`config.mk`:
```
export PLATFORM = sky130hd
export DESIGN_NAME = lgn_frame_driver
export DESIGN_NICKNAME = d
export VERILOG_FILES = /design/src/rtl/lgn_pkg.sv /design/src/rtl/seg7_decode.sv /design/src/rtl/lgn_frame_driver.sv
export SDC_FILE = /design/constraint.sdc
export NUM_CORES = 1
export LEC_CHECK = 0
export ABC_AREA = 1
export BUFFER_PORTS_ARGS = -buffer_cell sky130_fd_sc_hd__buf_2
export CORE_MARGIN = 10
export CORE_UTILIZATION = 55
export CTS_CLUSTER_DIAMETER = 150
export DETAILED_ROUTE_END_ITERATION = 6
export PLACE_DENSITY = 0.95
export SETUP_SLACK_MARGIN = 0.2
export SLEW_MARGIN = 20
export SYNTH_ARGS = -nofsm -noshare
export SYNTH_HDL_FRONTEND = slang
export SYNTH_HIERARCHICAL = 1
export SYNTH_SLANG_ARGS = --single-unit
```
`constraint.sdc`:
```
create_clock -name clk -period 2.8 [get_ports clk]
set_input_delay 0.28 -clock clk [delete_from_list [all_inputs] [get_ports clk]]
set_output_delay 0.28 -clock clk [all_outputs]
set_load 0.05 [all_outputs]
```
`src/rtl/lgn_pkg.sv`:
```
// Shared constants and types for the LGN frame driver
// and the classifier's seven-segment encoder.
package lgn_pkg;

  localparam int FRAME_BYTES = 98;

  localparam logic [6:0] SEG_0 = 7'b0111111;
  localparam logic [6:0] SEG_1 = 7'b0000110;
  localparam logic [6:0] SEG_2 = 7'b1011011;
  localparam logic [6:0] SEG_3 = 7'b1001111;
  localparam logic [6:0] SEG_4 = 7'b1100110;
  localparam logic [6:0] SEG_5 = 7'b1101101;
  localparam logic [6:0] SEG_6 = 7'b1111100;
  localparam logic [6:0] SEG_7 = 7'b0000111;
  localparam logic [6:0] SEG_8 = 7'b1111111;
  localparam logic [6:0] SEG_9 = 7'b1100111;

  typedef enum logic [1:0] {
    S_IDLE,
    S_LOAD,
    S_SETTLE,
    S_HOLD
  } state_t;

endpackage

```
`src/rtl/seg7_decode.sv`:
```
// Seven-segment pattern to digit index.
// Unknown patterns report index 4'hF with valid low.
module seg7_decode
  import lgn_pkg::*;
(
  input  logic [6:0] seg,
  output logic [3:0] index,
  output logic       valid
);

  always_comb begin
    index = 4'hF;
    valid = 1'b1;
    unique case (1'b1)
      (seg == SEG_0): index = 4'd0;
      (seg == SEG_1): index = 4'd1;
      (seg == SEG_2): index = 4'd2;
      (seg == SEG_3): index = 4'd3;
      (seg == SEG_4): index = 4'd4;
      (seg == SEG_5): index = 4'd5;
      (seg == SEG_6): index = 4'd6;
      (seg == SEG_7): index = 4'd7;
      (seg == SEG_8): index = 4'd8;
      (seg == SEG_9): index = 4'd9;
      default:        valid = 1'b0;
    endcase
  end

endmodule

```
`src/rtl/lgn_frame_driver.sv`:
```
// Streams one binary frame into the LGN classifier,
// waits for it to settle and holds the decoded result.
module lgn_frame_driver #(
  parameter int FRAME_BYTES   = lgn_pkg::FRAME_BYTES,
  parameter int SETTLE_CYCLES = 4
) (
  input  logic        clk,
  input  logic        rst_n,
  input  logic        start,
  output logic        busy,
  input  logic        src_valid,
  input  logic [7:0]  src_data,
  output logic        src_ready,
  output logic        lgn_we,
  output logic [7:0]  lgn_data,
  input  logic [15:0] lgn_out,
  output logic        res_valid,
  input  logic        res_ready,
  output logic [3:0]  res_index,
  output logic [7:0]  res_value,
  output logic        res_error
);
  import lgn_pkg::*;

  localparam int CW = $clog2(FRAME_BYTES);

  state_t state;
  state_t state_nxt;

  logic [CW-1:0] byte_cnt;
  logic [3:0]    settle_cnt;
  logic          accept;
  logic          last_byte;
  logic          settle_done;
  logic          capture;
  logic [3:0]    dec_index;
  logic          dec_valid;

  assign accept      = (state == S_LOAD) && src_valid;
  assign last_byte   = byte_cnt == CW'(FRAME_BYTES - 1);
  assign settle_done = settle_cnt == 4'd1;
  assign capture     = (state == S_SETTLE) && settle_done;

  seg7_decode u_dec (
    .seg   (lgn_out[6:0]),
    .index (dec_index),
    .valid (dec_valid)
  );

  always_ff @(posedge clk or negedge rst_n) begin
    if (!rst_n) state <= S_IDLE;
    else        state <= state_nxt;
  end

  always_comb begin
    state_nxt = state;
    unique case (state)
      S_IDLE:   if (start) state_nxt = S_LOAD;
      S_LOAD:   if (accept && last_byte) state_nxt = S_SETTLE;
      S_SETTLE: if (settle_done) state_nxt = S_HOLD;
      S_HOLD:   if (res_ready) state_nxt = S_IDLE;
      default:  state_nxt = S_IDLE;
    endcase
  end

  always_comb begin
    busy      = state != S_IDLE;
    src_ready = state == S_LOAD;
    lgn_we    = accept;
    lgn_data  = (state == S_LOAD) ? src_data : 8'h00;
    res_valid = state == S_HOLD;
  end

  // The counter parks at zero after the last byte, so it never wraps.
  always_ff @(posedge clk or negedge rst_n) begin
    if (!rst_n) begin
      byte_cnt <= '0;
    end else if (state == S_IDLE && start) begin
      byte_cnt <= '0;
    end else if (accept) begin
      byte_cnt <= last_byte ? '0 : byte_cnt + 1'b1;
    end
  end

  always_ff @(posedge clk or negedge rst_n) begin
    if (!rst_n) begin
      settle_cnt <= '0;
    end else if (accept && last_byte) begin
      settle_cnt <= 4'(SETTLE_CYCLES);
    end else if (state == S_SETTLE) begin
      settle_cnt <= settle_cnt - 1'b1;
    end
  end

  always_ff @(posedge clk or negedge rst_n) begin
    if (!rst_n) begin
      res_index <= '0;
      res_value <= '0;
      res_error <= 1'b0;
    end else if (capture) begin
      res_index <= dec_valid ? dec_index : 4'hF;
      res_value <= lgn_out[15:8];
      res_error <= !dec_valid || !lgn_out[7];
    end
  end

endmodule

```
# == Word-level counts from Yosys, hierarchy flattened ==
# Index checks and enable logic that the tools add are counted.
# word_totals
regBits,26
latchBits,0
ram_bits,0
romBits,0
output_inout_bits,25
elab_cells,54
memories,0
# op_classes
addsub,2
n_mul,0
div_mod_pow,0
n_lt_le_gt_ge,0
n_eq_ne,19
shifts,0
n_mux,14
n_bitwise,0
reduce_logical,13
# ops
cell,n
$eq 7x7->1 const B,8
$pmux 4 s10,1
$mux 7,3
$eq 7x3->1 const B,2
$mux 4,3
$reduce_or 10->1,1
$mux 2,4
$mux 8,1
$pmux 2 s4,1
$add 7x1->7 const B,1
$eq 7x6->1 const B,1
$reduce_bool 2->1,3
$eq 2x2->1 const B,2
$eq 4x1->1 const B,1
$logic_and 1x1->1,4
$ne 2x1->1 const B,2
$ne 2x2->1 const B,2
$reduce_and 4->1,1
$sub 4x1->4 const B,1
$eq 2x1->1 const B,1
$logic_not 1->1,2
$logic_not 2->1,1
$logic_or 1x1->1,1
$mux 1,1

# == Longest topological paths before layout ==
# logic_depth
depth_word,5
mapped_depth,10
depth_no_buf,10

# == Hierarchy ==
# Netlist, hierarchy kept.
# by_module_without_submodules
module,instances,cells_each,area_each_um2,seq_area_each_um2
lgn_frame_driver,1,182,1463.9,650.6
seg7_decode,1,53,246.5,0.0

# == Least setup slack after synthesis ==
# No wires, ideal clock.
# synth_path
kind,register -> register
startpoint,register state[1]
endpoint,register state[0]
setup_time_ns,0.117
t_arrival_ns,1.727
required_ns,2.683
path_slack_ns,0.956
path_stages_with_launch,11
n_path_buf,1
period_less_slack_ns,1.844
path_cell_list,dfrtp_1 -> inv_1 -> ha_1 -> buf_6 -> nand2_2 -> inv_4 -> nand3_2 -> nand2_2 -> nand2_2 -> nand2_1 -> nand2_1
# synth_via
elab_chain_cells,5
word_cells_on_any_way,12
# synth_rtl
item,line,text
"start, declared",lgn_frame_driver.sv:27,state_t state;
"start signal, assigned",lgn_frame_driver.sv:52,else state <= state_nxt;
$eq 2x1->1,-,
via src_ready,lgn_frame_driver.sv:13,"output logic src_ready,"
$logic_and 1x1->1,lgn_frame_driver.sv:39,assign accept = (state == S_LOAD) && src_valid;
via lgn_we,lgn_frame_driver.sv:14,"output logic lgn_we,"
$logic_and 1x1->1,lgn_frame_driver.sv:59,S_LOAD: if (accept && last_byte) state_nxt = S_SETTLE;
$ne 2x1->1 (no line),-,
$reduce_and 4->1 (no line),-,
# The timed path passes the listed nets, and every way through them passes these cells.
# A chain may end at the register's enable or synchronous reset.

# == Final worst setup path ==
# layout_path
startpoint,register state[1]
endpoint,output lgn_we
# layout_via
elab_chain_cells,2
# layout_rtl
item,line
$eq 2x1->1,lgn_frame_driver.sv:39
$logic_and 1x1->1,lgn_frame_driver.sv:39
"end, declared",lgn_frame_driver.sv:14
# No other way between the ends.

==> impl_metrics.tcl <==
set metrics [dict create \
    run_status "complete, no violations" \
    grt_util_all_layers_pct 13.3 \
    layout-drive-gt1-share_pct 33.4 \
    n_antenna_cell 0 \
    via_count_of_the_first_global_routing_pass 1497 \
    std_cell_rows 20 \
    cts-htree-levels 1 \
    path_clk_slew_ns 0.14 \
    power.density_mw_per_mm2 1070 \
    die_y_um 75.8 \
    place.detailed.hpwl_mm 3.09 \
    ys_warn_count 6 \
    cp_cell_sequence "inv_1 > ha_1 > nand2_2 > inv_4 > buf_2" \
    grt_max_degree 27 \
    muxShareOfSynthArea_pct 0 \
    firstDrtPassIters 4 \
    timing.critical_path.to_type "output pin" \
    relative_slew_slack_pct 62.2 \
    achievable-frequency_mhz 501 \
    synth.yosys.seq_area_share_pct 38.0 \
    drt_iter0_markers 46 \
    worst-setup-path-type "reg -> out" \
    fill_cells 249 \
    synthSimpleGateAreaFrac_pct 33.7 \
    finalPower_mw 2.19 \
    design.final.nets 328 \
    grt_setup_unrepaired "no" \
    slowest_stage "dfrtp_1" \
    yosys_register_bits 26 \
    io-pin-count 54 \
    finalHoldViolations 0 \
    syn_to_final_growth_pct 19.6 \
    floorplan.core_area_mm2 0.00300 \
    clkSinkCount 26 \
    cp_data_required_time_ns 2.52 \
    synthMostInstantiatedCell "nand2_1" \
    cts_max_path_buffers 2 \
    layout_worst_path_cycle_share_pct 71.2 \
    hold_path_class "in -> reg" \
    timing.critical_path.from_type "flop" \
    timing.final.setup_violations 0 \
    groute.layer.met1.usage_pct 14.5 \
    cts_tree "done" \
    worst-r2r-setup-slack_ns 1.11 \
    route.detailed.vias_per_inst 4.86 \
    number_of_clock_buffers_inserted_by_tritoncts 3 \
    timing.critical_path.arrival_ns 1.71 \
    route.vias.total 1571 \
    synth_cells 235 \
    worst_pin_slew_ns 0.566 \
    post_drt_wl_per_cell_um 11.6 \
    post_synthesis_share_of_cell_area_spent_on_xor_and_xnor_gates_pct 1.02 \
    ctsResizeCount 0 \
    detail-route-antenna-nets 0 \
    floorplan.initialDensity_pct 57.0 \
    synth_edf_count 0 \
    worstRegToRegCells 5 \
    synth_largest_area_cell "dfrtp_1" \
    post_synth_main_area_contributors "dfrtp_1 38%, nand2_1 16%, inv_1 8.3%, ha_1 5.9%, o21ai_2 5.1%" \
    die_w_um 75.8 \
    post_cts_buffers 0 \
    floorplan.die_area_mm2 0.00574 \
    max_cap_violations 0 \
    gr-max-usage-layer "met2" \
    postSynthAreaPerCell_um2 7.28 \
    global_route.overflow_total 0 \
    holdBufCountCts 1 \
    clk_latency_ns 0.33 \
    postSynthNetCount 272 \
    asyncSetResetFlopFracSynth_pct 100 \
    use_met3_pct 4.04 \
    numPortBuffers 53 \
    mappedNetlistArea_mm2 0.00171 \
    grtUsageMet2_pct 24.4 \
    synth_top_area_share_pct 38.0 \
    worst_hold_path.num_cells 3 \
    clock_tree.root_cell "clkbuf_4" \
    postRouteWirelength_mm 3.73 \
    grt_pass1_wl_mm 6.19 \
    synth.cells.most_frequent "71 x nand2_1, 38 x inv_1, 26 x dfrtp_1, 19 x nor2_1" \
    adder_and_majority_cell_fraction_of_the_synthesized_area_pct 5.85 \
    power.ir.vdd_worst_v 0.000461 \
    drcViolationCount 0 \
    timing.clock.skew_ns 0.0114 \
    critical-path-max-stage-delay_ns 0.44 \
    antenna_found_initial 0 \
    dominantRegCellSynth "dfrtp_1" \
    fraction_of_the_mapped_netlist_area_in_compound_gates_pct 9.58 \
    place.gp.congestion 0.886 \
    yosysUniqueCellTypes 21 \
    critical_path_peak_fanout 11 \
    min_period_ns 1.99 \
    cellLeakagePower_nw 1.21 \
    synth_top_family_by_area "simple AND/OR/NAND/NOR gates" \
    hold_slack_ns 0.173 \
    timing_max_transition_violations_final 0 \
    totalNegativeSetupSlack_ns 0 \
]
-- through the flow --
step                      cells  util (%)  cell area [um^2]  setup WS [ns]
final                       323      68.1              2050          0.805
after global routing        323      68.1              2050          0.669
after CTS                   323      68.1              2050          0.811
after detailed placement    318      66.0              1980           1.12
after global placement      318      66.0              1980           1.20
after floorplan             235         -              1710          0.956
-- report_power, final --
part / leakage (nW) / total [mW] / internal (mW) / switching (mW)
clock network: 0.0279 / 0.256 / 0.145 / 0.111
logic: 0.876 / 1.28 / 0.326 / 0.954
registers: 0.304 / 0.654 / 0.535 / 0.119
total: 1.21 / 2.19 / 1.01 / 1.18
-- cell families (layout without fill, tap and decap cells) --
logic type	after synthesis	count (layout)
AOI/OAI and AO/OA	25	25
xor gates and xnor gates	2	2
adders and majority gates	8	8
buffers and inverters	47	102
DFF	26	26
and+or+nand+nor	127	127
-- final cells by class --
type	instances	area, um^2	share of cell area, %
inverter	44	168	8.20
sequential	26	651	31.8
clock inverter	1	30.0	1.47
timing repair buffer	54	275	13.5
tap	33	41.3	2.02
clock buffer	3	22.5	1.10
multi-input combinational	162	858	42.0
-- cell usage in the layout, fill, tap and decap left out, types with 2 or more instances in the layout --
cell / synthesis / layout
buf_2: 0 / 53
nor2_1: 19 / 19
nor2_2: 10 / 10
nand3_2: 4 / 4
xor2_1: 2 / 2
a21oi_1: 3 / 3
o21ai_2: 10 / 10
clkbuf_4: 0 / 3
o21ai_0: 6 / 6
nand3_1: 6 / 6
nand2_2: 10 / 10
nand4_1: 3 / 3
dfrtp_1: 26 / 26
o21ai_1: 5 / 5
nand3b_1: 2 / 2
ha_1: 8 / 8
inv_2: 5 / 5
inv_1: 38 / 38
nand2_1: 71 / 71
nor3_1: 2 / 2
-- path summary, 6_finish.rpt --
path,start,to
max reg2reg,state[0]$_DFFE_PN0P_,res_index[2]$_DFFE_PN0P_
min in group asynchronous,rst_n,byte_cnt[4]$_DFFE_PN0P_
min,lgn_out[9],res_value[1]$_DFFE_PN0P_
max,state[1]$_DFFE_PN0P_,lgn_we
min reg2reg,res_index[1]$_DFFE_PN0P_,res_index[1]$_DFFE_PN0P_
max in group asynchronous,rst_n,settle_cnt[3]$_DFFE_PN0P_
-- registers in the layout, summed over array words and instances (netlist names) --
register and cells:
byte_cnt 7, res_error 1, res_index 4, res_value 8, settle_cnt 4, state 2
-- worst max-delay path: cells and delay by family, from the launching register on --
| kind | cells | cell delay [ns] |
|---|---|---|
| DFF | 1 | 0.44 |
| and+or+nand+nor | 1 | 0.13 |
| adders and majority gates | 1 | 0.38 |
| buffers and inverters | 3 | 0.44 |
-- per-layer routing --
| layer | vias up | share of wire (%) |
|---|---|---|
| met5 | - | 0 |
| met4 | 0 | 0.64 |
| met3 | 4 | 12 |
| met2 | 56 | 49 |
| met1 | 686 | 39 |
| li1 | 825 | - |
Note: power is estimated with default switching activity, not from simulation.
